[src/rtl/bus_arbiter.sv]
// rtl/bus_arbiter.sv - two-requester round-robin arbiter driving a strobed memory bus
module bus_arbiter #(
    parameter int TIMEOUT = 255
) (
    input  logic        i_clk,
    input  logic        i_rst,
    input  logic        i_r0_req,
    input  logic        i_r0_we,
    input  logic [31:0] i_r0_addr,
    input  logic [31:0] i_r0_wdata,
    input  logic        i_r1_req,
    input  logic        i_r1_we,
    input  logic [31:0] i_r1_addr,
    input  logic [31:0] i_r1_wdata,
    output logic        o_r0_done,
    output logic [31:0] o_r0_rdata,
    output logic        o_r1_done,
    output logic [31:0] o_r1_rdata,
    output logic [1:0]  o_grant,
    output logic        o_timeout,
    output logic        o_bus_clk,
    output logic        o_bus_we,
    output logic [31:0] o_bus_addr,
    output logic [31:0] o_bus_data,
    input  logic [31:0] i_bus_data,
    input  logic        i_bus_data_ready
);

    localparam int CW_RAW = $clog2(TIMEOUT + 1);
    localparam int CW     = (CW_RAW > 8) ? CW_RAW : 8;

    typedef enum logic [1:0] {S_IDLE, S_ACTIVE, S_RELEASE, S_DONE} state_t;

    state_t        state_q;
    logic [CW-1:0] cnt_q;
    logic          owner_q;
    logic          prefer_r1_q;
    logic          abort_q;
    logic          bus_clk_q;
    logic          bus_we_q;
    logic [31:0]   bus_addr_q;
    logic [31:0]   bus_data_q;
    logic [1:0]    grant_q;
    logic          done0_q;
    logic          done1_q;
    logic          timeout_q;
    logic [31:0]   rdata0_q;
    logic [31:0]   rdata1_q;
    logic          pick_r1;

    // r1 wins when alone, or on a tie when r0 was granted last
    always_comb begin
        pick_r1 = i_r1_req && (!i_r0_req || prefer_r1_q);
    end

    always_ff @(posedge i_clk or posedge i_rst) begin
        if (i_rst) begin
            state_q     <= S_IDLE;
            cnt_q       <= '0;
            owner_q     <= 1'b0;
            prefer_r1_q <= 1'b0;
            abort_q     <= 1'b0;
            bus_clk_q   <= 1'b0;
            bus_we_q    <= 1'b0;
            bus_addr_q  <= '0;
            bus_data_q  <= '0;
            grant_q     <= '0;
            done0_q     <= 1'b0;
            done1_q     <= 1'b0;
            timeout_q   <= 1'b0;
            rdata0_q    <= '0;
            rdata1_q    <= '0;
        end else begin
            done0_q   <= 1'b0;
            done1_q   <= 1'b0;
            timeout_q <= 1'b0;
            case (state_q)
                S_IDLE: begin
                    if (i_r0_req || i_r1_req) begin
                        owner_q     <= pick_r1;
                        prefer_r1_q <= !pick_r1;
                        grant_q     <= pick_r1 ? 2'b10 : 2'b01;
                        bus_we_q    <= pick_r1 ? i_r1_we : i_r0_we;
                        bus_addr_q  <= pick_r1 ? i_r1_addr : i_r0_addr;
                        bus_data_q  <= pick_r1 ? i_r1_wdata : i_r0_wdata;
                        bus_clk_q   <= 1'b1;
                        cnt_q       <= '0;
                        abort_q     <= 1'b0;
                        state_q     <= S_ACTIVE;
                    end
                end
                S_ACTIVE: begin
                    // a ready arriving on the timeout cycle still counts as success
                    if (i_bus_data_ready) begin
                        bus_clk_q <= 1'b0;
                        if (!bus_we_q) begin
                            if (owner_q) rdata1_q <= i_bus_data;
                            else         rdata0_q <= i_bus_data;
                        end
                        state_q <= S_RELEASE;
                    end else if (cnt_q == CW'(TIMEOUT)) begin
                        bus_clk_q <= 1'b0;
                        if (!bus_we_q) begin
                            if (owner_q) rdata1_q <= 32'hFFFF_FFFF;
                            else         rdata0_q <= 32'hFFFF_FFFF;
                        end
                        abort_q <= 1'b1;
                        state_q <= S_RELEASE;
                    end else begin
                        cnt_q <= cnt_q + CW'(1);
                    end
                end
                S_RELEASE: begin
                    if (!i_bus_data_ready) state_q <= S_DONE;
                end
                S_DONE: begin
                    done0_q   <= !owner_q;
                    done1_q   <= owner_q;
                    timeout_q <= abort_q;
                    grant_q   <= '0;
                    state_q   <= S_IDLE;
                end
                default: state_q <= S_IDLE;
            endcase
        end
    end

    assign o_r0_done  = done0_q;
    assign o_r1_done  = done1_q;
    assign o_r0_rdata = rdata0_q;
    assign o_r1_rdata = rdata1_q;
    assign o_grant    = grant_q;
    assign o_timeout  = timeout_q;
    assign o_bus_clk  = bus_clk_q;
    assign o_bus_we   = bus_we_q;
    assign o_bus_addr = bus_addr_q;
    assign o_bus_data = bus_data_q;

endmodule

[config.mk]
export PLATFORM = sky130hd
export DESIGN_NAME = bus_arbiter
export DESIGN_NICKNAME = d
export VERILOG_FILES = /design/src/rtl/bus_arbiter.sv
export SDC_FILE = /design/constraint.sdc
export NUM_CORES = 1
export LEC_CHECK = 0
export BUFFER_PORTS_ARGS = -buffer_cell sky130_fd_sc_hd__buf_2
export CAP_MARGIN = 20
export CORE_MARGIN = 2
export CORE_UTILIZATION = 46
export CTS_CLUSTER_SIZE = 12
export DETAILED_ROUTE_END_ITERATION = 12
export GPL_TIMING_DRIVEN = 0
export PLACE_DENSITY = 0.81
export SYNTH_ARGS = -nofsm -noshare
export SYNTH_HDL_FRONTEND = slang
export SYNTH_SLANG_ARGS = --single-unit
[constraint.sdc]
create_clock -name i_clk -period 6.1 [get_ports i_clk]
set_input_delay 0.915 -clock i_clk [delete_from_list [all_inputs] [get_ports i_clk]]
set_output_delay 0.915 -clock i_clk [all_outputs]
set_load 0.005 [all_outputs]
==> flow_summary.ini, run 1 <==
[status]
status = completed

[final_layout]
fin_cells = 1010
nets = 993
num-fill-cells = 1059
seqCellArea_sq_um = 3704
drive_above_1_share = 0.4376
multi_input_area_sq_um = 1962
antennaDiodeCount = 0
area_delta_synth_final_pct = 38.09

[yosys]
ys_seq_area_frac = 0.6016
ys_top_cells_by_area = dfrtp_1 60%, a222oi_1 11%, o32a_1 5.4%
synth_nets = 672
synth_top_cell_by_area = dfrtp_1
synth_cell_types = 43
syn_area_sq_um = 6156
synth_most_common_cell = dfrtp_1
ys_top_cells_by_count = 148 x dfrtp_1, 71 x inv_1, 65 x a222oi_1
synth-edff-count = 0
synth_cells = 500
ys_seq_elements = 148
ys_warn_count = 0
ys.flop_type = dfrtp_1
syn_avg_cell_area_sq_um = 12.31
yosys.area.top_type_share = 0.6016
async_reset_ff_frac = 1.000

[critical_path]
path_class = reg2reg
worstPathMaxFanout = 10
crit_start = state_q[0]
max_stage_delay_ps = 530
path_cells = inv_1 > ha_1 > buf_2 > o21ai_1 > clkbuf_1 > buf_2 > a222oi_1 > inv_1
crit_slowest_cell = clkbuf_1
start_kind = register
cp_data_arrival_time_ps = 2600
path_buf_inv = 5
rr_startpoint = state_q[0]
crit_family = buffers and inverters
cp.required_ps = 6450
worstSetupEndpointType = register

[timing]
period_share = 0.3678
worst_slack_ps = 3856
fin_setup_tns_ps = 0
hold_viol = 0
finalClockSkew_ps = 8.306
fmax_ghz = 0.4457
timing.slew.headroom = 0.5979
setup_viol = 0
max_slew.worst_pin.slew_ps = 603.1
period_needed_ps = 2244
rsz0062_at_grt = no
slew_violations = 0

[routing]
avgViaCountPerCell = 5.764
drt_iter0_drc = 633
vias = 5822
wl_per_cell_um = 19.48
wl_um = 19680
ant_nets = 0
drc = 0
firstDrtPassIters = 8

[placed_design]
pre_cts_ws_ps = 3522
place_congestion = 0.8150
io_buffers = 301
dp_hpwl_um = 14530
placed_cells = 978

[global_route]
overflow = 0
antenna_found_initial = 0
grt_max_degree = 85
grt_pass1_vias = 5644
grt_pass1_wl_um = 30170
gr-usage-all-layers = 0.2730

[worst_hold_path]
hold_path.class = reg2reg
hp-start = o_r0_rdata[11]

[die]
coreArea_sq_um = 13140
boundaryPins = 302
initial_core_util = 0.4686
die_w_um = 119.7
rows = 42
dieHeight_um = 119.7
die-area_sq_um = 14320

[clock_tree]
cts_tree = built
cts.clk_slew.worst_paths_ps = 60
insertion_delay_ps = 420
post-cts-setup-buffers = 0
cts_hold_buf = 0
cts.sinks = 148
root_buffer = clkbuf_16
numCtsBuffers = 17
htreeDepth = 4
clk_path_buf_depth = 2
post_cts_resized = 0

[pwr]
power_mw = 4.423
p_clk_frac = 0.234
p_sw_frac = 0.3510
power_density_nw_per_um2 = 520.3
net-switching-power_mw = 1.553
seq_power_share = 0.388
leakagePower_nw = 4.544
combPwrFrac = 0.378
peakVddDrop_v = 0.0002989
internal_power_mw = 2.870

[job]
cap_violations = 0
sequential cells by signal (all words and copies together) (netlist names):
name         count
abort_q          1
cnt_q            8
o_bus_addr      32
o_bus_clk        1
o_bus_data      32
o_bus_we         1
o_grant          2
o_r0_done        1
o_r0_rdata      32
o_r1_done        1
o_r1_rdata      32
o_timeout        1
owner_q          1
prefer_r1_q      1
state_q          2
cell type report:
type,count,area share
Buffer,43,0.02635
Inverter,71,0.03194
Sequential cell,148,0.4357
Multi-Input combinational cell,238,0.2308
Timing Repair Buffer,302,0.1805
Tap cell,176,0.02591
Clock inverter,12,0.01516
Clock buffer,20,0.05372
cells by family (layout without fill, tap and decap cells):
logic type / count (synthesis) / count (layout) / synth area share
AOI/OAI and AO/OA: 160 / 160 / 0.2457
DFF: 148 / 148 / 0.6016
buffers and inverters: 114 / 448 / 0.07967
and+or+nand+nor: 69 / 69 / 0.05610
adders and majority gates: 5 / 5 / 0.01016
muxes: 4 / 4 / 0.006707
metal layers:
metal / vias up / routed length, um / GRT usage
li1: 2567 / - / -
met1: 2886 / 7303 / 0.3150
met2: 329 / 10050 / 0.4768
met3: 40 / 1845 / 0.09173
met4: 0 / 478 / 0.09118
met5: - / 0 / 0
cell usage in the layout (no fill, tap or decap), types with 8 or more instances in the layout:
master	instances
o21ai_0	8
clkbuf_16	17
a222oi_1	65
buf_2	312
clkbuf_1	25
nor2_1	34
o32a_1	33
a2bb2oi_1	20
nand2_1	8
inv_1	70
dfrtp_1	148
metrics by stage:
step           hold slack (ps)  area, sq um  utilization
6_report                 490.2         8501       0.6470
3_5_place_dp             474.0         7915       0.6025
5_1_grt                  505.2         8501       0.6470
2_1_floorplan            447.8         6156            -
4_1_cts                  492.5         8501       0.6470
3_3_place_gp             465.5         7883       0.6000
worst paths after layout:
check | end | slack (ps) | cells past startpoint
max | o_bus_data[1] | 3860 | 8
min | o_r0_rdata[11] | 490 | 1
max reg2reg | o_bus_data[1] | 3860 | 8
min reg2reg | o_r0_rdata[11] | 490 | 1
max in group asynchronous | o_grant[0] | 4710 | 3
min in group asynchronous | o_r1_rdata[28] | 570 | 2
power by group through the flow:
stage          registers, mW  logic [mW]  clock network (mW)
6_report                1.72        1.67                1.03
3_3_place_gp            1.71        1.61                   0
5_1_grt                 1.76        1.83                1.09
3_5_place_dp            1.71        1.67                   0
2_1_floorplan           1.73       0.856                   0
4_1_cts                 1.71        1.68                1.05
Note: power is estimated with default switching activity, not from simulation.
==> run 2: changes to the inputs <==
- ABC_AREA: unset -> 1
- CORE_UTILIZATION: 46 -> 47
- clock period: 6.1 -> 2.1 ns (I/O delays scaled with it)
==> flow_summary.ini, run 2 <==
[status]
status = completed

[routing]
drc = 0
wl_um = 20420
drt_iter0_drc = 365
avgViaCountPerCell = 5.068
ant_nets = 0
vias = 6740
firstDrtPassIters = 5
wl_per_cell_um = 15.36

[critical_path]
worstPathMaxFanout = 10
crit_slowest_cell = dfrtp_1
worstSetupEndpointType = register
path_cells = inv_1 > ha_1 > buf_2 > o21ai_2 > nor2_2 > clkbuf_4 > buf_2 > nand2_1 > nand3_1
start_kind = register
cp_data_arrival_time_ps = 2300
max_stage_delay_ps = 420
path_class = reg2reg
cp.required_ps = 2460
crit_top_cell = buf_2

[pwr]
power_density_nw_per_um2 = 1398
p_sw_frac = 0.3655
combPwrFrac = 0.370
p_clk_frac = 0.249
power_mw = 12.87
leakagePower_nw = 5.110
seq_power_share = 0.381
peakVddDrop_v = 0.0006955
internal_power_mw = 8.165
net-switching-power_mw = 4.704

[final_layout]
final_common_cell = nand2_1
antennaDiodeCount = 0
num-fill-cells = 1204
multi_input_area_sq_um = 2664
seqCellArea_sq_um = 3704
finish.instance_area_sq_um = 9206
fin_cells = 1330
area_delta_synth_final_pct = 36.56
nets = 1309
drive_above_1_share = 0.3687
layout_common_cells = 375 x nand2_1, 331 x buf_2, 148 x dfrtp_1, 71 x nand3_1, 65 x nand4_1

[global_route]
overflow = 0
gr-usage-all-layers = 0.2665
antenna_found_initial = 0
grt_max_degree = 43
grt_pass1_wl_um = 30940
grt_pass1_vias = 6265

[yosys]
ys.flop_type = dfrtp_1
synth_nets = 984
yosys.area.top_type_share = 0.5494
synth_most_common_cell = nand2_1
synth-compound-area-share = 0.01058
yosys.area_share.simple = 0.3729
synth-edff-count = 0
synth_xor_xnor_area_share = 0.001299
synth_top_family_by_area = simple AND/OR/NAND/NOR gates
ys_top_cells_by_area = dfrtp_1 55%, nand2_1 21%, nand4_1 6.0%
ys_top_cells_by_count = 375 x nand2_1, 148 x dfrtp_1, 71 x nand3_1
synth_top_cell_by_area = dfrtp_1
synth_cell_types = 26
synth_mux_area_frac = 0
ys_seq_elements = 148
ys_warn_count = 0
syn_area_sq_um = 6741
syn_avg_cell_area_sq_um = 8.302
async_reset_ff_frac = 1.000
synth_cells = 812
synthAdderAreaFrac = 0.009280
ys_seq_area_frac = 0.5494

[timing]
period_share = 0.9232
finalClockSkew_ps = 6.980
hold_viol = 0
hold_ws_ps = 91.35
fin_setup_tns_ps = 0
period_needed_ps = 1939
slew_violations = 0
setup_viol = 0
fmax_ghz = 0.5158
timing.slew.headroom = 0.6693
max_slew.worst_pin.slew_ps = 496.0

[clock_tree]
numCtsBuffers = 17
htreeDepth = 4
root_buffer = clkbuf_16
clk_path_buf_depth = 2
cts_tree = built
cts.clk_slew.worst_paths_ps = 70
insertion_delay_ps = 420
post-cts-setup-buffers = 0
cts.sinks = 148

[die]
coreArea_sq_um = 13930
boundaryPins = 302
dieHeight_um = 123.8
rows = 43
initial_core_util = 0.4838
die-area_sq_um = 15320
die_w_um = 123.8

[placed_design]
dp_hpwl_um = 15760
placed_area_sq_um = 8557
place_congestion = 0.8757
placed_cells = 1297
io_buffers = 301

[job]
cap_violations = 0

[worst_hold_path]
hold_path.class = in2reg
run 2: cell types whose count changed after synthesis, sizes merged, moves of 20 or more:
cell / change
a222oi: -65
nand2: +370
a2bb2oi: -27
or2: +32
o32a: -33
nand4: +62
inv: -45
nand3: +67
buf: +20
run 2: final timing paths:
path	from	to	slack [ps]	cells past startpoint
max	state_q[0]	o_bus_data[17]	160	9
min	i_r1_wdata[15]	o_bus_data[15]	90	3
max reg2reg	state_q[0]	o_bus_data[17]	160	9
min reg2reg	o_r0_rdata[2]	o_r0_rdata[2]	470	2
max in group asynchronous	i_rst	o_bus_addr[29]	960	5
min in group asynchronous	i_rst	o_bus_data[28]	430	3
run 2: critical path: cells and delay by family (launching register included):
kind	cells	cell delay [ps]
and+or+nand+nor	3	390
AOI/OAI and AO/OA	1	140
adders and majority gates	1	150
buffers and inverters	4	760
DFF	1	420
run 2: per-stage QoR:
| step | utilization | setup WS [ps] |
|---|---|---|
| after floorplan | - | -75.99 |
| after global placement | 0.6083 | -1012 |
| after detailed placement | 0.6141 | 68.91 |
| after CTS | 0.6598 | 58.00 |
| after global routing | 0.6607 | -3.327 |
| final | 0.6607 | 161.4 |
run 2: power by group through the flow:
stage,clock (mW),combinational (mW),sequential (mW)
after floorplan,0,2.37,5.01
after global placement,0,4.62,4.87
after detailed placement,0,4.77,4.92
after CTS,3.24,4.79,4.89
after global routing,3.37,5.39,5.04
final,3.21,4.76,4.90
run 2: cell families (layout without fill, tap and decap cells):
group,after synthesis,in the layout
xor gates and xnor gates,1,1
adders and majority gates,5,5
buffers and inverters,77,415
AOI/OAI and AO/OA,12,12
DFF,148,148
and+or+nand+nor,569,569
run 2: repair_timing:
action,CTS,global route
setup endpoints to repair,0,101
hold buffers,1,0
resized for setup,0,5
endpoints found under the hold margin,8,0
run 2: cell type report:
type / instances / share of cell area
inverters: 26 / 0.01101
plain buffers: 51 / 0.03139
clock inverters: 13 / 0.01889
flip-flops and latches: 148 / 0.4023
multi-input cells: 587 / 0.2893
clock buffers: 19 / 0.04920
repair buffers: 306 / 0.1734
well taps: 180 / 0.02446
run 2: layer usage:
layer	track usage	share of wire	wire length (um)
met3	0.06639	0.073	1501
met5	0	0	0
met4	0.1065	0.027	552
met1	0.3064	0.38	7853
met2	0.4746	0.51	10520
==> run 3: changes to the inputs <==
- PLACE_DENSITY: 0.81 -> 0.78
- SKIP_LAST_GASP: unset -> 1
==> flow_summary.ini, run 3 (synthesis results as in run 2) <==
[status]
status = completed

[timing]
setup_viol = 0
max_slew.worst_pin.slew_ps = 576.7
period_share = 0.9212
timing.slew.headroom = 0.6148
slew_violations = 0
fin_setup_tns_ps = 0
worst_slack_ps = 165.4
rsz0062_at_grt = no
finalClockSkew_ps = 11.26
fmax_ghz = 0.5169
period_needed_ps = 1935
hold_viol = 0

[critical_path]
rr_startpoint = state_q[1]
crit_slowest_cell = dfrtp_1
cp.required_ps = 2410
path_class = reg2reg
start_kind = register
worstPathMaxFanout = 10
path_buf_inv = 2
cp_data_arrival_time_ps = 2250
path_cells = inv_1 > ha_1 > nand2_1 > nor2_2 > nand3_2 > buf_2 > nand2_1 > nand2_1
crit_family = simple AND/OR/NAND/NOR gates
crit_top_cell = nand2_1
crit_start = state_q[1]
worstSetupEndpointType = register
max_stage_delay_ps = 410

[global_route]
gr-usage-all-layers = 0.2752
grt_pass1_vias = 6356
antenna_found_initial = 1
overflow = 0
use_met2 = 0.4657
grtUsageMet1 = 0.3227
grt_util_met3 = 0.08150
top_usage_layer = met2
grt_max_degree = 41
grt_pass1_wl_um = 31890

[die]
initial_core_util = 0.4838
rows = 43
boundaryPins = 302
die_w_um = 123.8
die-area_sq_um = 15320
coreArea_sq_um = 13930
dieHeight_um = 123.8

[placed_design]
dp_hpwl_um = 16180
place_congestion = 0.8428
placed_area_sq_um = 8557
placed_cells = 1297
io_buffers = 301
pre_cts_ws_ps = 46.60

[routing]
avgViaCountPerCell = 5.085
firstDrtPassIters = 5
drc = 0
wl_per_cell_um = 15.59
vias = 6763
drt_iter0_drc = 449
wl_um = 20740
ant_nets = 0

[clock_tree]
insertion_delay_ps = 430
numCtsBuffers = 17
root_buffer = clkbuf_16
clk_path_buf_depth = 2
cts_tree = built
post-cts-setup-buffers = 0
htreeDepth = 4
cts.sinks = 148
cts.clk_slew.worst_paths_ps = 70

[pwr]
peakVddDrop_v = 0.0006645
leakagePower_nw = 5.109
power_density_nw_per_um2 = 1400

[final_layout]
seqCellArea_sq_um = 3704
multi_input_area_sq_um = 2664
final_common_cell = nand2_1
finish.instance_area_sq_um = 9209
fin_cells = 1330
nets = 1309
area_delta_synth_final_pct = 36.60
drive_above_1_share = 0.3696
layout_common_cells = 375 x nand2_1, 330 x buf_2, 148 x dfrtp_1, 71 x nand3_1, 65 x nand4_1
num-fill-cells = 1203
antennaDiodeCount = 0

[worst_hold_path]
hp-start = i_r1_wdata[18]
hold_path.class = in2reg

[job]
cap_violations = 0
[run 3: metrics by stage]
stage               total power [mW]  utilization  hold slack, ps
global placement               9.536       0.6083           450.6
global route                   13.85       0.6609           73.63
floorplan                      7.377            -           434.9
CTS                            12.93       0.6597           67.32
finish                         12.89       0.6609           80.70
detailed placement             9.704       0.6141           400.0
[run 3: repair_timing]
| action | 4_1_cts | 5_1_grt |
|---|---|---|
| hold endpoints to repair | 22 | 0 |
| hold buffers | 1 | 0 |
| resized for setup | 0 | 8 |
| endpoints found under the setup margin | 0 | 77 |
[run 3: power by group]
| group | switching [mW] | total [mW] | internal, mW |
|---|---|---|---|
| Combinational | 2.73 | 4.76 | 2.03 |
| Clock | 1.27 | 3.21 | 1.95 |
| Sequential | 0.727 | 4.91 | 4.19 |
[run 3: worst register-to-register path, stage by stage (launching register included)]
cell	delay [ps]
dfrtp_1	410
inv_1	100
ha_1	260
nand2_1	130
nor2_2	310
nand3_2	220
buf_2	250
nand2_1	80
nand2_1	60
[run 3: cell type report]
cell class                 count  share of cell area
multi-input combinational    587              0.2893
buffer                        51             0.03179
tap                          180             0.02446
timing repair buffer         306              0.1734
sequential                   148              0.4022
inverter                      26             0.01101
clock buffer                  19             0.04918
clock inverter                13             0.01875
[run 3: routing by layer]
metal	part of all wire	vias to the layer above
met3	0.085	46
li1	-	3271
met4	0.032	2
met2	0.50	286
met5	0.00039	-
met1	0.38	3158
[run 3: final timing paths]
kind,end,slack (ps),cells after the start
hold / removal,o_bus_data[18],80,3
min in group asynchronous,o_bus_data[16],500,3
hold reg to reg,o_r1_rdata[25],460,2
max in group asynchronous,o_bus_clk,530,6
setup reg to reg,o_r1_rdata[17],170,8
setup / recovery,o_r1_rdata[17],170,8
